[src/rtl/uivbuf_wr_ctrl_if.sv]
// Handshake and status bundle between the frame-write index manager and its
// surroundings (VS source, write DMA, read-index stage).
interface uivbuf_wr_ctrl_if;
  logic        en_i;
  logic        vs_i;
  logic [7:0]  rd_bufn_i;
  logic        wr_ack_i;
  logic        wr_done_i;
  logic        wr_req_o;
  logic [7:0]  bufn_o;
  logic        buf_upd_o;
  logic [15:0] frame_cnt_o;
  logic [15:0] ovf_cnt_o;
  logic [15:0] skip_cnt_o;

  // Index-manager view.
  modport slave (
    input  en_i, vs_i, rd_bufn_i, wr_ack_i, wr_done_i,
    output wr_req_o, bufn_o, buf_upd_o, frame_cnt_o, ovf_cnt_o, skip_cnt_o
  );

  // Environment view: drives VS/enable/DMA responses, observes the index.
  modport master (
    output en_i, vs_i, rd_bufn_i, wr_ack_i, wr_done_i,
    input  wr_req_o, bufn_o, buf_upd_o, frame_cnt_o, ovf_cnt_o, skip_cnt_o
  );
endinterface

[src/rtl/uivbuf_wr_ctrl.sv]
// Write-side frame-buffer index manager: waits for the active VS edge, requests a
// frame write from the DMA, and advances the write buffer index around the ring.
module uivbuf_wr_ctrl #(
  parameter int BUF_LENTH = 3,
  parameter bit VS_POS    = 1'b1,
  parameter bit SKIP_RD   = 1'b1
) (
  input logic            ui_clk,
  input logic            ui_rst,
  uivbuf_wr_ctrl_if.slave bus
);

  typedef enum logic [2:0] {
    S_IDLE,
    S_WAIT,
    S_REQ,
    S_BUSY,
    S_NEXT
  } state_t;

  localparam logic [7:0]  LAST_IDX = 8'(BUF_LENTH - 1);
  localparam logic [15:0] CNT_MAX  = 16'hFFFF;

  state_t      state_reg;
  logic        vs_d_reg;
  logic        wr_req_reg;
  logic [7:0]  bufn_reg;
  logic        buf_upd_reg;
  logic [15:0] frame_cnt_reg;
  logic [15:0] ovf_cnt_reg;
  logic [15:0] skip_cnt_reg;

  logic        vs_edge;
  logic [7:0]  bufn_next;
  logic        rd_hit;

  always_comb begin
    vs_edge   = VS_POS ? (bus.vs_i & ~vs_d_reg) : (~bus.vs_i & vs_d_reg);
    bufn_next = (bufn_reg == LAST_IDX) ? 8'd0 : bufn_reg + 8'd1;
    // Out-of-range read indices can never equal bufn_next, so they never block.
    rd_hit    = SKIP_RD & (bufn_next == bus.rd_bufn_i);
  end

  always_ff @(posedge ui_clk or posedge ui_rst) begin
    if (ui_rst) begin
      state_reg     <= S_IDLE;
      vs_d_reg      <= 1'b0;
      wr_req_reg    <= 1'b0;
      bufn_reg      <= 8'd0;
      buf_upd_reg   <= 1'b0;
      frame_cnt_reg <= 16'd0;
      ovf_cnt_reg   <= 16'd0;
      skip_cnt_reg  <= 16'd0;
    end else begin
      vs_d_reg    <= bus.vs_i;
      buf_upd_reg <= 1'b0;
      case (state_reg)
        S_IDLE: begin
          if (bus.en_i) begin
            state_reg <= S_WAIT;
          end
        end
        S_WAIT: begin
          if (!bus.en_i) begin
            state_reg <= S_IDLE;
          end else if (vs_edge) begin
            state_reg  <= S_REQ;
            wr_req_reg <= 1'b1;
          end
        end
        S_REQ: begin
          if (bus.wr_ack_i) begin
            state_reg  <= S_BUSY;
            wr_req_reg <= 1'b0;
          end
        end
        S_BUSY: begin
          // Completion takes precedence over a coincident VS edge.
          if (bus.wr_done_i) begin
            state_reg <= S_NEXT;
          end else if (vs_edge && ovf_cnt_reg != CNT_MAX) begin
            ovf_cnt_reg <= ovf_cnt_reg + 16'd1;
          end
        end
        S_NEXT: begin
          frame_cnt_reg <= frame_cnt_reg + 16'd1;
          if (rd_hit) begin
            if (skip_cnt_reg != CNT_MAX) begin
              skip_cnt_reg <= skip_cnt_reg + 16'd1;
            end
          end else begin
            bufn_reg    <= bufn_next;
            buf_upd_reg <= 1'b1;
          end
          state_reg <= bus.en_i ? S_WAIT : S_IDLE;
        end
        default: begin
          state_reg  <= S_IDLE;
          wr_req_reg <= 1'b0;
        end
      endcase
    end
  end

  assign bus.wr_req_o    = wr_req_reg;
  assign bus.bufn_o      = bufn_reg;
  assign bus.buf_upd_o   = buf_upd_reg;
  assign bus.frame_cnt_o = frame_cnt_reg;
  assign bus.ovf_cnt_o   = ovf_cnt_reg;
  assign bus.skip_cnt_o  = skip_cnt_reg;

endmodule

[src/flat_wrapper.sv]
// flat-port wrapper written by rule: the top's interface ports become plain ports
module uivbuf_wr_ctrl_flat 
#(
  parameter int BUF_LENTH = 3,
  parameter bit VS_POS    = 1'b1,
  parameter bit SKIP_RD   = 1'b1
)
  (ui_clk, ui_rst, bus_en_i, bus_vs_i, bus_rd_bufn_i, bus_wr_ack_i, bus_wr_done_i, bus_wr_req_o, bus_bufn_o, bus_buf_upd_o, bus_frame_cnt_o, bus_ovf_cnt_o, bus_skip_cnt_o);
  uivbuf_wr_ctrl_if bus_i ();
  input logic ui_clk;
  input logic ui_rst;
  input wire logic [$bits(bus_i.en_i)-1:0] bus_en_i;
  input wire logic [$bits(bus_i.vs_i)-1:0] bus_vs_i;
  input wire logic [$bits(bus_i.rd_bufn_i)-1:0] bus_rd_bufn_i;
  input wire logic [$bits(bus_i.wr_ack_i)-1:0] bus_wr_ack_i;
  input wire logic [$bits(bus_i.wr_done_i)-1:0] bus_wr_done_i;
  output wire logic [$bits(bus_i.wr_req_o)-1:0] bus_wr_req_o;
  output wire logic [$bits(bus_i.bufn_o)-1:0] bus_bufn_o;
  output wire logic [$bits(bus_i.buf_upd_o)-1:0] bus_buf_upd_o;
  output wire logic [$bits(bus_i.frame_cnt_o)-1:0] bus_frame_cnt_o;
  output wire logic [$bits(bus_i.ovf_cnt_o)-1:0] bus_ovf_cnt_o;
  output wire logic [$bits(bus_i.skip_cnt_o)-1:0] bus_skip_cnt_o;
  assign bus_i.en_i = bus_en_i;
  assign bus_i.vs_i = bus_vs_i;
  assign bus_i.rd_bufn_i = bus_rd_bufn_i;
  assign bus_i.wr_ack_i = bus_wr_ack_i;
  assign bus_i.wr_done_i = bus_wr_done_i;
  assign bus_wr_req_o = bus_i.wr_req_o;
  assign bus_bufn_o = bus_i.bufn_o;
  assign bus_buf_upd_o = bus_i.buf_upd_o;
  assign bus_frame_cnt_o = bus_i.frame_cnt_o;
  assign bus_ovf_cnt_o = bus_i.ovf_cnt_o;
  assign bus_skip_cnt_o = bus_i.skip_cnt_o;
  uivbuf_wr_ctrl #(.BUF_LENTH(BUF_LENTH), .VS_POS(VS_POS), .SKIP_RD(SKIP_RD)) u_core (.ui_clk(ui_clk), .ui_rst(ui_rst), .bus(bus_i));
endmodule
[config.mk]
export PLATFORM = sky130hd
export DESIGN_NAME = uivbuf_wr_ctrl_flat
export DESIGN_NICKNAME = d
export VERILOG_FILES = /design/src/rtl/uivbuf_wr_ctrl_if.sv /design/src/rtl/uivbuf_wr_ctrl.sv /design/src/flat_wrapper.sv
export SDC_FILE = /design/constraint.sdc
export NUM_CORES = 1
export LEC_CHECK = 0
export CAP_MARGIN = 20
export CELL_PAD_IN_SITES_DETAIL_PLACEMENT = 2
export CELL_PAD_IN_SITES_GLOBAL_PLACEMENT = 2
export CORE_ASPECT_RATIO = 1.4
export CORE_UTILIZATION = 31
export DETAILED_ROUTE_END_ITERATION = 12
export PLACE_DENSITY = 0.89
export SYNTH_ARGS = -nofsm -noshare
export SYNTH_HDL_FRONTEND = slang
export SYNTH_SLANG_ARGS = --single-unit
[constraint.sdc]
create_clock -name ui_clk -period 3.2 [get_ports ui_clk]
set_input_delay 0.64 -clock ui_clk [delete_from_list [all_inputs] [get_ports ui_clk]]
set_output_delay 0.64 -clock ui_clk [all_outputs]
set_load 0.03 [all_outputs]
# Yosys cells after proc, flatten, opt, wreduce, memory -nomap -nowiden
# Index checks and enable logic that the tools add are counted.
# W data, S select, Z words.
totals:
  regBits: 62
  inputBits: 14
  out_inout_bits: 58
  word_cells: 53
op_classes:
  addsub: 4
  eq_ne: 14
  muxes: 14
  bitwise_logic: 5
  n_reduce_logical: 8
op_table:
  columns: ["op", "n"]
  rows:
  - ["$add A16 B1 Y16 const B", 3]
  - ["$ne A16 B16 Y1 const B", 2]
  - ["$mux W3", 5]
  - ["$pmux W3 S5", 1]
  - ["$add A8 B1 Y8 const B", 1]
  - ["$eq A8 B2 Y1 const B", 1]
  - ["$eq A8 B8 Y1", 1]
  - ["$mux W8", 1]
  - ["$ne A2 B2 Y1 const B", 4]
  - ["$reduce_and A4 Y1", 2]
  - ["$eq A3 B2 Y1 const B", 2]
  - ["$mux W1", 6]
  - ["$reduce_and A3 Y1", 2]
  - ["$not A1 Y1", 4]
  - ["$eq A3 B1 Y1 const B", 1]
  - ["$eq A3 B3 Y1 const B", 1]
  - ["$logic_not A3 Y1", 1]
  - ["$ne A3 B2 Y1 const B", 1]
  - ["$pmux W1 S3", 1]
  - ["$reduce_or A3 Y1", 1]
  - ["$ne A2 B1 Y1 const B", 1]
  - ["$reduce_and A2 Y1", 1]
  - ["$and A1 B1 Y1", 1]
  - ["$logic_and A1 B1 Y1", 1]

# Logic depth before layout (Yosys ltp)
logic_depth:
  ltp_word: 5
  depth_mapped: 9
  depth_no_buf: 8

# Worst setup path before layout
# No wires, ideal clock.
synth_timing:
  kind: "flip-flop to flip-flop"
  startpoint: "register u_core.bufn_reg[0], in the netlist u_core.bus.bufn_o[0]"
  endpoint: "register u_core.bufn_reg[2], in the netlist u_core.bus.bufn_o[2]"
  setup_ns: 0.125
  arrival_ns: 2.645
  required_ns: 3.075
  path_slack_ns: 0.430
  stages_incl_launch_ff: 10
  n_path_buf: 1
  synth_period_minus_slack_ns: 2.770
  path_cell_list: "dfrtp_1 > inv_1 > ha_1 > or4b_4 > nor4_4 > mux2_1 > o211ai_2 > buf_2 > o211ai_1 > mux2_2"
synth_between:
  elab_chain_cells: 5
  elab_cells_between_ends: 6
  cone_classes: "1 x add/sub; 2 x eq/ne; 1 x mux; 1 x bitwise; 1 x reduce/logical"
synth_rtl:
  columns: ["item", "line_no", "rtl"]
  rows:
  - ["start: declaration", "uivbuf_wr_ctrl.sv:27", "logic [7:0] bufn_reg;"]
  - ["start signal: assignment", "uivbuf_wr_ctrl.sv:92", "bufn_reg <= bufn_next;"]
  - ["$add A8 B1 Y8 or $eq A8 B2 Y1 (tied branches)", "uivbuf_wr_ctrl.sv:39", "bufn_next = (bufn_reg == LAST_IDX) ? 8'd0 : bufn_reg + 8'd1;"]
  - ["$mux W8 (*)", "uivbuf_wr_ctrl.sv:39", null]
  - ["$eq A8 B8 Y1", "uivbuf_wr_ctrl.sv:41", "rd_hit = SKIP_RD & (bufn_next == bus.rd_bufn_i);"]
  - ["$not A1 Y1 (no line)", null, null]
  - ["$reduce_and A2 Y1 (no line)", null, null]
# Every way passes the cells marked *; elsewhere a longest branch is shown, timed or not.
# A chain may end at the register's enable or synchronous reset.

# Worst setup path after layout
layout_timing:
  startpoint: "register u_core.bufn_reg[0], in the netlist u_core.bus.bufn_o[0]"
  endpoint: "register u_core.skip_cnt_reg[15], in the netlist u_core.bus.skip_cnt_o[15]"
layout_between:
  elab_chain_cells: 4
  elab_cells_between_ends: 5
  cone_classes: "1 x add/sub; 2 x eq/ne; 1 x mux; 1 x reduce/logical"
layout_rtl:
  columns: ["item", "line_no", "rtl"]
  rows:
  - ["$add A8 B1 Y8 or $eq A8 B2 Y1 (tied branches)", "uivbuf_wr_ctrl.sv:39", null]
  - ["$mux W8 (*)", "uivbuf_wr_ctrl.sv:39", null]
  - ["$eq A8 B8 Y1 (*)", "uivbuf_wr_ctrl.sv:41", null]
  - ["$reduce_and A3 Y1 (no line) (*)", null, null]
  - ["end signal: assignment", "uivbuf_wr_ctrl.sv:89", "skip_cnt_reg <= skip_cnt_reg + 16'd1;"]
  - ["end: declaration", "uivbuf_wr_ctrl.sv:31", "logic [15:0] skip_cnt_reg;"]
# Marked as above.

==> metrics.txt <==
# TYPE chip_impl_metric gauge
chip_impl_metric{name="maxCapViolCount",unit=""} 0
chip_impl_metric{name="drt-vias-per-instance",unit=""} 5.086
chip_impl_metric{name="setup_tns",unit="ps"} 0
chip_impl_metric{name="post-route-cell-area",unit="µm²"} 4395
chip_impl_metric{name="final.min_clock_period",unit="ps"} 2904
chip_impl_info{name="critical_path_class",value="reg2reg"} 1
chip_impl_metric{name="hold_buffers",unit=""} 0
chip_impl_metric{name="cts.clk_slew.worst_paths",unit="ps"} 50
chip_impl_metric{name="total_congestion_overflow",unit=""} 0
chip_impl_metric{name="power.static_leakage",unit="nW"} 1.899
chip_impl_metric{name="worst_case_clock_buffer_depth",unit=""} 2
chip_impl_metric{name="critical_path_peak_fanout",unit=""} 16
chip_impl_metric{name="boundary_pins",unit=""} 72
chip_impl_metric{name="reg2reg_setup_slack",unit="ps"} 300
chip_impl_info{name="run_status",value="finished clean"} 1
chip_impl_metric{name="worstSkewPairLatency",unit="ps"} 330
chip_impl_info{name="cts_tree",value="done"} 1
chip_impl_info{name="worstPathCellList",value="inv_1 -> ha_1 -> or4b_4 -> nor4_4 -> mux2_1 -> o211ai_2 -> buf_4 -> nor3_1 -> mux2_2"} 1
chip_impl_metric{name="final.hold.worst_slack",unit="ps"} 496.7
chip_impl_metric{name="drive_above_1_share",unit="%"} 8.974
chip_impl_info{name="synth_largest_area_cell",value="dfrtp_1"} 1
chip_impl_metric{name="setup_viol",unit=""} 0
chip_impl_metric{name="gp_congestion",unit=""} 0.7673
chip_impl_metric{name="postPlaceCellArea",unit="µm²"} 4079
chip_impl_metric{name="final-hold-violation-count",unit=""} 0
chip_impl_metric{name="dp_hpwl",unit="mm"} 6.675
chip_impl_metric{name="routedWlPerCell",unit="µm"} 17.27
chip_impl_metric{name="dr.first_iter.drc_count",unit=""} 68
chip_impl_metric{name="cts_setup_buffers",unit=""} 0
chip_impl_metric{name="insertedDiodeCount",unit=""} 0
chip_impl_metric{name="ir_worst_vdd",unit="mV"} 0.4015
chip_impl_metric{name="core_region_area",unit="µm²"} 9899
chip_impl_info{name="ff_to_ff_start",value="u_core.bus.bufn_o[0]"} 1
chip_impl_metric{name="synth_async_sr_flop_share",unit="%"} 100.0
chip_impl_metric{name="delay_of_the_slowest_cell_on_the_worst_path",unit="ps"} 480
chip_impl_metric{name="nFillCells",unit=""} 1056
chip_impl_metric{name="dpl_worst_slack",unit="ps"} 284.9
chip_impl_metric{name="h_tree_depth_reported_by_cts",unit=""} 3
chip_impl_info{name="r2r-end",value="u_core.bus.skip_cnt_o[15]"} 1
chip_impl_metric{name="finalMaxSlewViolations",unit=""} 0
chip_impl_metric{name="area_growth",unit="%"} 38.85
chip_impl_metric{name="ctsResizeCount",unit=""} 0
chip_impl_metric{name="grt_first_pass_wirelength",unit="mm"} 14.87
chip_impl_info{name="hp_start",value="u_core.bus.frame_cnt_o[10]"} 1
chip_impl_metric{name="io_buffers",unit=""} 71
chip_impl_metric{name="min_path_cells",unit=""} 1
chip_impl_info{name="min_to",value="u_core.bus.frame_cnt_o[10]"} 1
chip_impl_metric{name="final_core_util",unit="%"} 44.40
chip_impl_metric{name="post_synth_instance_area",unit="µm²"} 3166
chip_impl_metric{name="intPower",unit="mW"} 1.770
chip_impl_metric{name="syn-num-nets",unit=""} 325
chip_impl_metric{name="nNetsFinal",unit=""} 404
chip_impl_metric{name="timing.slew.headroom",unit="%"} 60.30
chip_impl_metric{name="seqPwrFrac",unit="%"} 37.5
chip_impl_metric{name="fin_ws",unit="ps"} 296.3
chip_impl_info{name="setup_crit_end_kind",value="register"} 1
chip_impl_metric{name="die_width",unit="µm"} 87.41
chip_impl_metric{name="critical_path_arrival",unit="ps"} 3120
chip_impl_info{name="hold_path.class",value="reg2reg"} 1
chip_impl_metric{name="drc",unit=""} 0
chip_impl_info{name="unrepaired_setup_endpoints_after_global_routing",value="false"} 1
chip_impl_metric{name="synth-edff-count",unit=""} 0
chip_impl_metric{name="min_period_over_period",unit="%"} 90.74
chip_impl_metric{name="synthesis.instances",unit=""} 306
chip_impl_metric{name="clock_power_share",unit="%"} 41.5
chip_impl_metric{name="netSwitchingPower",unit="µW"} 740.6
chip_impl_metric{name="synth-seq-cells",unit=""} 62
chip_impl_info{name="synth_most_common_cell",value="dfrtp_1"} 1
chip_impl_metric{name="postRouteWirelength",unit="mm"} 9.065
chip_impl_metric{name="timing.reg2reg.worst_path_depth",unit=""} 9
chip_impl_info{name="netlist_top_cells_area",value="dfrtp_1 (49%), xnor2_1 (8.0%), xor2_1 (7.7%), nand4_1 (3.8%), nand2_1 (3.3%)"} 1
chip_impl_metric{name="netlist-cell-type-count",unit=""} 42
chip_impl_metric{name="die_boundary_height",unit="µm"} 121.6
chip_impl_metric{name="start_util",unit="%"} 31.98
chip_impl_metric{name="drt.antenna.violating_nets",unit=""} 0
chip_impl_info{name="synth_flop_cell",value="dfrtp_1"} 1
chip_impl_metric{name="worstPathRequired",unit="ps"} 3410
chip_impl_metric{name="achievable-frequency",unit="MHz"} 344.4
chip_impl_metric{name="floorplan.rows",unit=""} 43
chip_impl_metric{name="power_switching_share",unit="%"} 29.50
chip_impl_metric{name="synth.avg_cell_area",unit="µm²"} 10.34
chip_impl_metric{name="antenna_found_initial",unit=""} 0
chip_impl_metric{name="finClkSkew",unit="ps"} 5.858
chip_impl_metric{name="via_count",unit=""} 2670
chip_impl_metric{name="total_routing_resource_utilization_after_global_routing",unit="%"} 18.54
chip_impl_metric{name="power_share_of_the_combinational_group",unit="%"} 21.0
chip_impl_metric{name="floorplan.die_area",unit="µm²"} 10630
chip_impl_metric{name="ys_warn_count",unit=""} 0
chip_impl_metric{name="cts_inserted_buffers",unit=""} 9
chip_impl_info{name="synth_top_cells_by_count",value="dfrtp_1 (62), xnor2_1 (29), nand2_1 (28), xor2_1 (28), nor2_1 (24)"} 1
chip_impl_metric{name="grt_pass1_vias",unit=""} 2853
chip_impl_info{name="timing.critical_path.slowest_stage_cell",value="or4b_4"} 1
chip_impl_info{name="critPathLaunchType",value="register"} 1
chip_impl_metric{name="synth.top_cell.area_share",unit="%"} 49.01
chip_impl_metric{name="grt_max_degree",unit=""} 38
chip_impl_metric{name="drt_pass1_iterations",unit=""} 4
chip_impl_metric{name="clock_sinks",unit=""} 62
chip_impl_metric{name="actual_transition_at_the_worst_max_transition_pin",unit="ps"} 590.1
chip_impl_metric{name="yosysSeqAreaShare",unit="%"} 49.01
chip_impl_info{name="clockRootBuffer",value="clkbuf_16"} 1
chip_impl_metric{name="power_density",unit="nW/µm²"} 571.2
[cells in the final DEF, fill, tap and decap left out, types with 7 or more instances in the layout]
cell type        synthesis  layout
and3_1                   7       7
clkbuf_16                0       9
clkdlybuf4s50_1          0      71
dfrtp_1                 62      62
nand2_1                 28      28
nand3_1                 20      20
nand4_1                 19      19
nor2_1                  24      24
nor3_1                  12      12
nor4_1                   9       9
xnor2_1                 29      29
xor2_1                  28      28
[final cells by class]
class,instances,area [µm²],area share [%]
inverters,6,22.52,0.5124
clock buffers,12,246.5,5.608
well taps,135,168.9,3.843
multi-input cells,229,1568,35.67
flip-flops and latches,62,1551,35.30
repair buffers,77,768.2,17.48
clock inverters,4,70.07,1.594
[logic make-up (layout without fill, tap and decap cells)]
logic type,after synthesis,count (layout),synth area share (%)
AO/OA/AOI/OAI,19,19,4.269
buffers and inverters,15,99,1.858
multiplexers,9,9,3.241
flip-flops,62,62,49.01
adder cells (fa/ha/maj),5,5,1.976
AND/OR/NAND/NOR,139,139,23.87
XOR/XNOR,57,57,15.77
[power by group through the flow]
| stage | clock [mW] | sequential (mW) | combinational [mW] |
|---|---|---|---|
| floorplan | 0 | 1.02 | 0.241 |
| global placement | 0 | 0.953 | 0.501 |
| detailed placement | 0 | 0.957 | 0.532 |
| CTS | 1.07 | 0.944 | 0.539 |
| global route | 1.10 | 0.956 | 0.578 |
| finish | 1.04 | 0.942 | 0.527 |
[worst max-delay path by stage]
stage                          from                         to  slack [ps]  depth (start not counted)
6_report       u_core.bus.bufn_o[0]  u_core.bus.skip_cnt_o[15]         300                          9
5_1_grt        u_core.bus.bufn_o[0]  u_core.bus.skip_cnt_o[15]         170                          9
4_1_cts        u_core.bus.bufn_o[0]  u_core.bus.skip_cnt_o[15]         280                          9
3_5_place_dp   u_core.bus.bufn_o[0]  u_core.bus.skip_cnt_o[15]         280                          9
3_3_place_gp   u_core.bus.bufn_o[0]  u_core.bus.skip_cnt_o[15]         410                          9
2_1_floorplan  u_core.bus.bufn_o[0]       u_core.bus.bufn_o[2]         430                          9
[through the flow]
stage                     instances  total power [mW]
after floorplan                 306             1.266
after global placement          509             1.453
after detailed placement        509             1.489
after CTS                       525             2.550
after global routing            525             2.631
final                           525             2.511
[metal layers]
metal  global-route usage (%)  part of all wire [%]  vias up
met2                    33.20                    55       51
met1                    20.88                    40     1363
met5                        0                     0        -
li1                         -                     -     1242
met3                    4.607                   3.9       14
met4                    7.070                   1.5        0
[critical path, delay by kind of cell, from the launching register on]
family / cells / cell delay, ps
AOI/OAI and AO/OA: 1 / 310
adders and majority gates: 1 / 140
buffers and inverters: 2 / 410
DFF: 1 / 430
muxes: 2 / 650
and+or+nand+nor: 3 / 840
(Power assumes the default switching activity.)
